## src/rtl/rat_flag_pkg.sv

```systemverilog
// Shared types for the RAT CPU flag unit: the flag pair, the synchronizer depth limits,
// and the carry next-state selection.
package rat_flag_pkg;

    typedef struct packed {
        logic c;
        logic z;
    } flags_t;

    localparam int unsigned SYNC_STAGES_MIN = 2;
    localparam int unsigned SYNC_STAGES_MAX = 4;

    typedef enum logic [2:0] {
        C_HOLD,
        C_LD,
        C_SET,
        C_CLR,
        C_RESTORE
    } c_sel_t;

    // Restore beats clear, clear beats set, set beats load.
    function automatic c_sel_t c_select(input logic ld_sel, input logic clr,
                                        input logic set, input logic ld);
        if (ld_sel)   return C_RESTORE;
        else if (clr) return C_CLR;
        else if (set) return C_SET;
        else if (ld)  return C_LD;
        else          return C_HOLD;
    endfunction

endpackage

```

## src/rtl/rat_int_sync.sv

```systemverilog
// External interrupt synchronizer: a SYNC_STAGES flop chain plus a rising-edge detector
// on the synchronized level.
module rat_int_sync
    import rat_flag_pkg::*;
#(
    parameter int unsigned SYNC_STAGES = 2
) (
    input  logic clk,
    input  logic rst_n,
    input  logic intr,
    output logic sync_level,
    output logic sync_rise
);

    logic [SYNC_STAGES-1:0] sync_q;
    logic                   level_d;

    always_ff @(posedge clk or negedge rst_n) begin
        if (!rst_n) begin
            sync_q  <= '0;
            level_d <= 1'b0;
        end else begin
            sync_q  <= {sync_q[SYNC_STAGES-2:0], intr};
            level_d <= sync_q[SYNC_STAGES-1];
        end
    end

    assign sync_level = sync_q[SYNC_STAGES-1];
    assign sync_rise  = sync_level & ~level_d;

endmodule

```

## src/rtl/rat_flag_unit.sv

```systemverilog
// RAT CPU architectural flags: C/Z with shadow copy, interrupt enable I, and the
// pending external interrupt presented to the control unit.
module rat_flag_unit
    import rat_flag_pkg::*;
#(
    parameter int unsigned SYNC_STAGES = 2,
    parameter bit          INT_EDGE    = 1'b1
) (
    input  logic CLK,
    input  logic RST_N,
    input  logic C_IN,
    input  logic Z_IN,
    input  logic FLG_C_LD,
    input  logic FLG_Z_LD,
    input  logic FLG_C_SET,
    input  logic FLG_C_CLR,
    input  logic FLG_LD_SEL,
    input  logic FLG_SHAD_LD,
    input  logic I_SET,
    input  logic I_CLR,
    input  logic INT_ACK,
    input  logic INTR,
    output logic C_FLAG,
    output logic Z_FLAG,
    output logic I_FLAG,
    output logic INT_PEND
);

    flags_t flags_q, flags_d;
    flags_t shadow_q, shadow_d;
    logic   i_q, i_d;
    c_sel_t c_sel;
    logic   sync_level, sync_rise;
    logic   pending;

    rat_int_sync #(
        .SYNC_STAGES(SYNC_STAGES)
    ) u_sync (
        .clk       (CLK),
        .rst_n     (RST_N),
        .intr      (INTR),
        .sync_level(sync_level),
        .sync_rise (sync_rise)
    );

    always_comb begin
        c_sel   = c_select(FLG_LD_SEL, FLG_C_CLR, FLG_C_SET, FLG_C_LD);
        flags_d = flags_q;
        case (c_sel)
            C_RESTORE: flags_d.c = shadow_q.c;
            C_CLR:     flags_d.c = 1'b0;
            C_SET:     flags_d.c = 1'b1;
            C_LD:      flags_d.c = C_IN;
            default:   flags_d.c = flags_q.c;
        endcase
        if (FLG_LD_SEL)    flags_d.z = shadow_q.z;
        else if (FLG_Z_LD) flags_d.z = Z_IN;

        // Shadow captures pre-edge flags, so restore+save in one cycle swaps them.
        shadow_d = (FLG_SHAD_LD || INT_ACK) ? flags_q : shadow_q;

        i_d = i_q;
        if (INT_ACK)    i_d = 1'b0;
        else if (I_CLR) i_d = 1'b0;
        else if (I_SET) i_d = 1'b1;
    end

    always_ff @(posedge CLK or negedge RST_N) begin
        if (!RST_N) begin
            flags_q  <= '0;
            shadow_q <= '0;
            i_q      <= 1'b0;
        end else begin
            flags_q  <= flags_d;
            shadow_q <= shadow_d;
            i_q      <= i_d;
        end
    end

    generate
        if (INT_EDGE) begin : g_edge
            logic pend_q;
            // A new edge in the acknowledge cycle keeps pending set so it is not lost.
            always_ff @(posedge CLK or negedge RST_N) begin
                if (!RST_N)        pend_q <= 1'b0;
                else if (sync_rise) pend_q <= 1'b1;
                else if (INT_ACK)   pend_q <= 1'b0;
            end
            assign pending = pend_q;
        end else begin : g_level
            assign pending = sync_level;
        end
    endgenerate

    assign C_FLAG   = flags_q.c;
    assign Z_FLAG   = flags_q.z;
    assign I_FLAG   = i_q;
    assign INT_PEND = pending & i_q;

endmodule
```

## config.mk

```make
export PLATFORM = sky130hd
export DESIGN_NAME = rat_flag_unit
export DESIGN_NICKNAME = d
export VERILOG_FILES = /design/src/rtl/rat_flag_pkg.sv /design/src/rtl/rat_int_sync.sv /design/src/rtl/rat_flag_unit.sv
export SDC_FILE = /design/constraint.sdc
export NUM_CORES = 1
export LEC_CHECK = 0
export CAP_MARGIN = 25
export CORE_AREA = 2 2 39 41
export DETAILED_ROUTE_END_ITERATION = 10
export DIE_AREA = 0 0 41 43
export PLACE_DENSITY = 0.67
export REMOVE_ABC_BUFFERS = 1
export SYNTH_ARGS = -nofsm -noshare
export SYNTH_HDL_FRONTEND = slang
export SYNTH_SLANG_ARGS = --single-unit
```

## constraint.sdc

```tcl
create_clock -name CLK -period 1.1 [get_ports CLK]
set_clock_uncertainty 0.1 [all_clocks]
set_input_delay 0.22 -clock CLK [delete_from_list [all_inputs] [get_ports CLK]]
set_output_delay 0.22 -clock CLK [all_outputs]
set_load 0.01 [all_outputs]
```

==> summary by stage <==
Timing
Setup repair after global routing could not meet its margin everywhere. The number of max-slew violations in the final report is 0. The ratio of final minimum period to clock period is 110.5%. The fmax is 0.8225 GHz.

For the pin with the worst max-slew slack, the measured transition is 388.9 ps. The number of setup violations in the final report is 2. The post-route worst hold slack is 146.9 ps. The worst path in the final design needs a cycle of 1216 ps, including I/O delays and setup. The number of hold-slack violations in the final timing report is 0. In this run the tightest slew margin relative to its limit is 74.00%. Once routing completed, OpenROAD measured the worst setup slack at -115.8 ps.

Pwr
The fraction of power spent switching nets is 22.86%. The maximum resistive drop on vdd is 466.8 uV. The overall power is 0.0007976 W. The relative contribution of sequential cells to total power is 47.9%. For this design the total switching power over the nets is 0.0001823 W.

The internal portion of the total power is 0.0006153 W. The clock network accounts for 31.4% of the total power. The portion of total power attributed to combinational logic is 20.7%. The total power divided by cell area is 1328 nW/um2. The standby leakage power is 0.2852 nW.

Critical path
The type of the worst setup path is flip-flop to output pin. The critical path starts at I_FLAG$_DFFE_PN0P_. Along the worst path, the maximum fanout reaches 2.

For the worst setup path, the data required time is 780 ps. The startpoint type of the worst setup path is a flip-flop. For the worst setup path, the data arrival time is 900 ps. The startpoint identified for the worst register-to-register timing path is C_FLAG$_DFFE_PN0P_. The worst setup path is captured at an output pin.

Synth
After synthesis, flip-flops and latches occupy 64.75% of the total area. The arithmetic-cell share of the synthesized area counting full adders, half adders and majority gates is 0%. Summing the areas of all and, or, nand and nor instances in the mapped netlist gives 10.07% of the synthesized area. The share of synthesized area in the top cell type comes to 64.75%. The number of distinct library cell variants in the gate-level netlist after synthesis is 14. For this run, the number of Yosys warnings is 0.

The synthesized-area fraction occupied by ao, oa, aoi and oai cells is 7.554%. The number of synthesized register bits is 9. The cell count after synthesis is 26. The cell area after technology mapping is 347.8 um2. Ranked by total cell area, the synthesized netlist is headed by dfrtp_1 (65%), mux2_4 (8.6%), mux2i_1 (5.8%). Measured against the total synthesized area, the mux share comes to 14.39%.

The xor-xnor portion of the synthesized cell area is 0%. The synthesized design spends more area on one cell type than any other, namely dfrtp_1. The dominant combinational cell family by area after synthesis is multiplexers. The mean post-synth cell area is 13.38 um2.

Drt
For this block, wires on met1 add up to 236 um. The first-pass iteration count of the detailed router is 1. The detailed-routed wire length on met3 is 49 um. The final layout contains routed wiring with a total length of 607 um.

The routed layout has 281 vias. The detail-routed via count per cell is 4.072. The number of DRC violations after detailed-routing iteration 0 is 0. The residual DRC count is 0.

The top layer reached by signal wires is met3. After detailed routing, the average wire length per cell comes to 8.797 um. The detail route stage leaves a number of antenna-violating nets equal to 0. In the detailed route, the total length drawn on met2 is 321 um.

Global routing
The via count of the first global-routing pass is 269. The first global-routing pass estimated 993 um of wire. The largest net degree at the start of global routing is 10. The number of antenna violations at the first check in global routing was 0. The total overflow reported by the global router is 0. The total track usage is 9.128%.

Clock network
In this run the clock root is driven by a clkbuf_4. The CTS tree is done. The number of levels the H-tree was split into is 1. The TritonCTS sink count is 9. The clock network latency to the later pin of the worst-skew pair is 260 ps.

The clock transition at the register clock pins on the worst setup and hold paths after CTS is 60 ps. The number of clock buffers added by TritonCTS is 3. No sink is reached through more buffers than the 2 on the longest clock path.

Finish
From synthesis to final layout, the design area changed by 72.66%. At the end of the flow, the number of nets in the layout was 68. The number of antenna diodes in the final layout is 0.

The library cells used most frequently in the layout, excluding fill and tap cells, are clkdlybuf4s50_1 (13), dfrtp_1 (9), buf_4 (6). The most common library cell in the layout ignoring fill and taps is clkdlybuf4s50_1. The share of the core filled with cells in the final layout is 43.40%. The post-route non-filler standard cell count is 69. The layout cell share with drive strength beyond 1 is 33.96%.

Floorplan
The number of rows in the core area is 14. The initial standard-cell utilization of the core is 25.14%. The full die area is 1763 um2. The core region area is 1384 um2. The die is 41 um wide.

In this run the vertical extent of the chip is 43 um. The number of top-level pins is 18.

Place
The worst-case setup slack after placement is -283.7 ps. Summed over all nets, the half-perimeter wirelength after detailed placement is 484.9 um. The congestion estimate from routability-driven global placement came to 0.6731.

The count of placed standard cells including taps is 63. In this run the tool buffered the top-level ports with 17 buffer cells.

Worst hold path
The classification of the worst-slack hold path is primary input to asynchronous set/reset pin.

Status
The checks that failed: setup timing. The run finished, with violations left.

Job
The count of maximum capacitance violations is 0.
-- sequential cells by signal (all words and copies together) (netlist names) --
name            count
g_edge.pend_q       1
Z_FLAG              1
u_sync.level_d      1
u_sync.sync_q       2
C_FLAG              1
shadow_q            2
I_FLAG              1
-- synth_stat cells --
master / instances
mux2_4: 2
o22ai_1: 1
and2_1: 1
nand2_1: 1
inv_2: 1
nor3_1: 1
nor2_2: 1
nor2_1: 2
nor2b_1: 1
a221oi_2: 1
o21ai_1: 1
dfrtp_1: 9
inv_1: 2
mux2i_1: 2
-- worst max-delay path: stages, from the launching register on --
cell and delay (ps):
dfrtp_1 370, and2_1 140, buf_2 130
-- path summary, 6_finish.rpt --
| kind | endpoint | slack, ps | depth (start not counted) |
|---|---|---|---|
| hold reg to reg | u_sync.sync_q[1]$_DFF_PN0_ | 260 | 0 |
| setup / recovery | INT_PEND | -120 | 2 |
| hold / removal | Z_FLAG$_DFFE_PN0P_ | 150 | 1 |
| min in group CLK | u_sync.sync_q[1]$_DFF_PN0_ | 260 | 0 |
| max in group asynchronous | u_sync.sync_q[1]$_DFF_PN0_ | 470 | 1 |
| setup reg to reg | shadow_q[1]$_DFFE_PN0P_ | 130 | 2 |
-- area by class of cell --
class                           count  area (um2)
Clock buffer                        4       26.28
Fill cell                         138       783.3
Inverter                            3       11.26
Multi-Input combinational cell     14       116.4
Sequential cell                     9       225.2
Tap cell                           16       20.02
Timing Repair Buffer               23       201.4
-- cells by family (layout without fill, tap and decap cells) --
| family | count (synthesis) | after routing |
|---|---|---|
| compound gates | 3 | 3 |
| buf+inv | 3 | 30 |
| flops | 9 | 9 |
| mux | 4 | 4 |
| simple gates | 7 | 7 |
-- per-stage QoR --
step | instance area (um2) | TNS, ps
global route | 600.6 | -354.1
CTS | 574.3 | -179.7
floorplan | 347.8 | 0
detailed placement | 568.0 | -1271
global placement | 568.0 | -1218
finish | 600.6 | -203.2
-- routing by layer --
layer  vias up  track usage (%)
met1       130            9.302
met4         0            8.000
met3         0            4.712
li1        142                -
met2         9            12.81
met5         -                0
-- power groups by stage --
stage	logic (W)	registers (W)	clock network (W)
final	0.000165	0.000382	0.000251
after global routing	0.000180	0.000386	0.000286
after CTS	0.000156	0.000383	0.000269
after global placement	0.000169	0.000388	0
after detailed placement	0.000169	0.000390	0
after floorplan	0.0000513	0.000393	0
-- timing repair --
action | CTS | global route
gates resized for setup | 16 | 2
buffers inserted | 0 | 2
pin swaps | 0 | 2
hold buffers | 0 | 0
setup endpoints to repair | 4 | 6
Note: power is estimated with default switching activity, not from simulation.
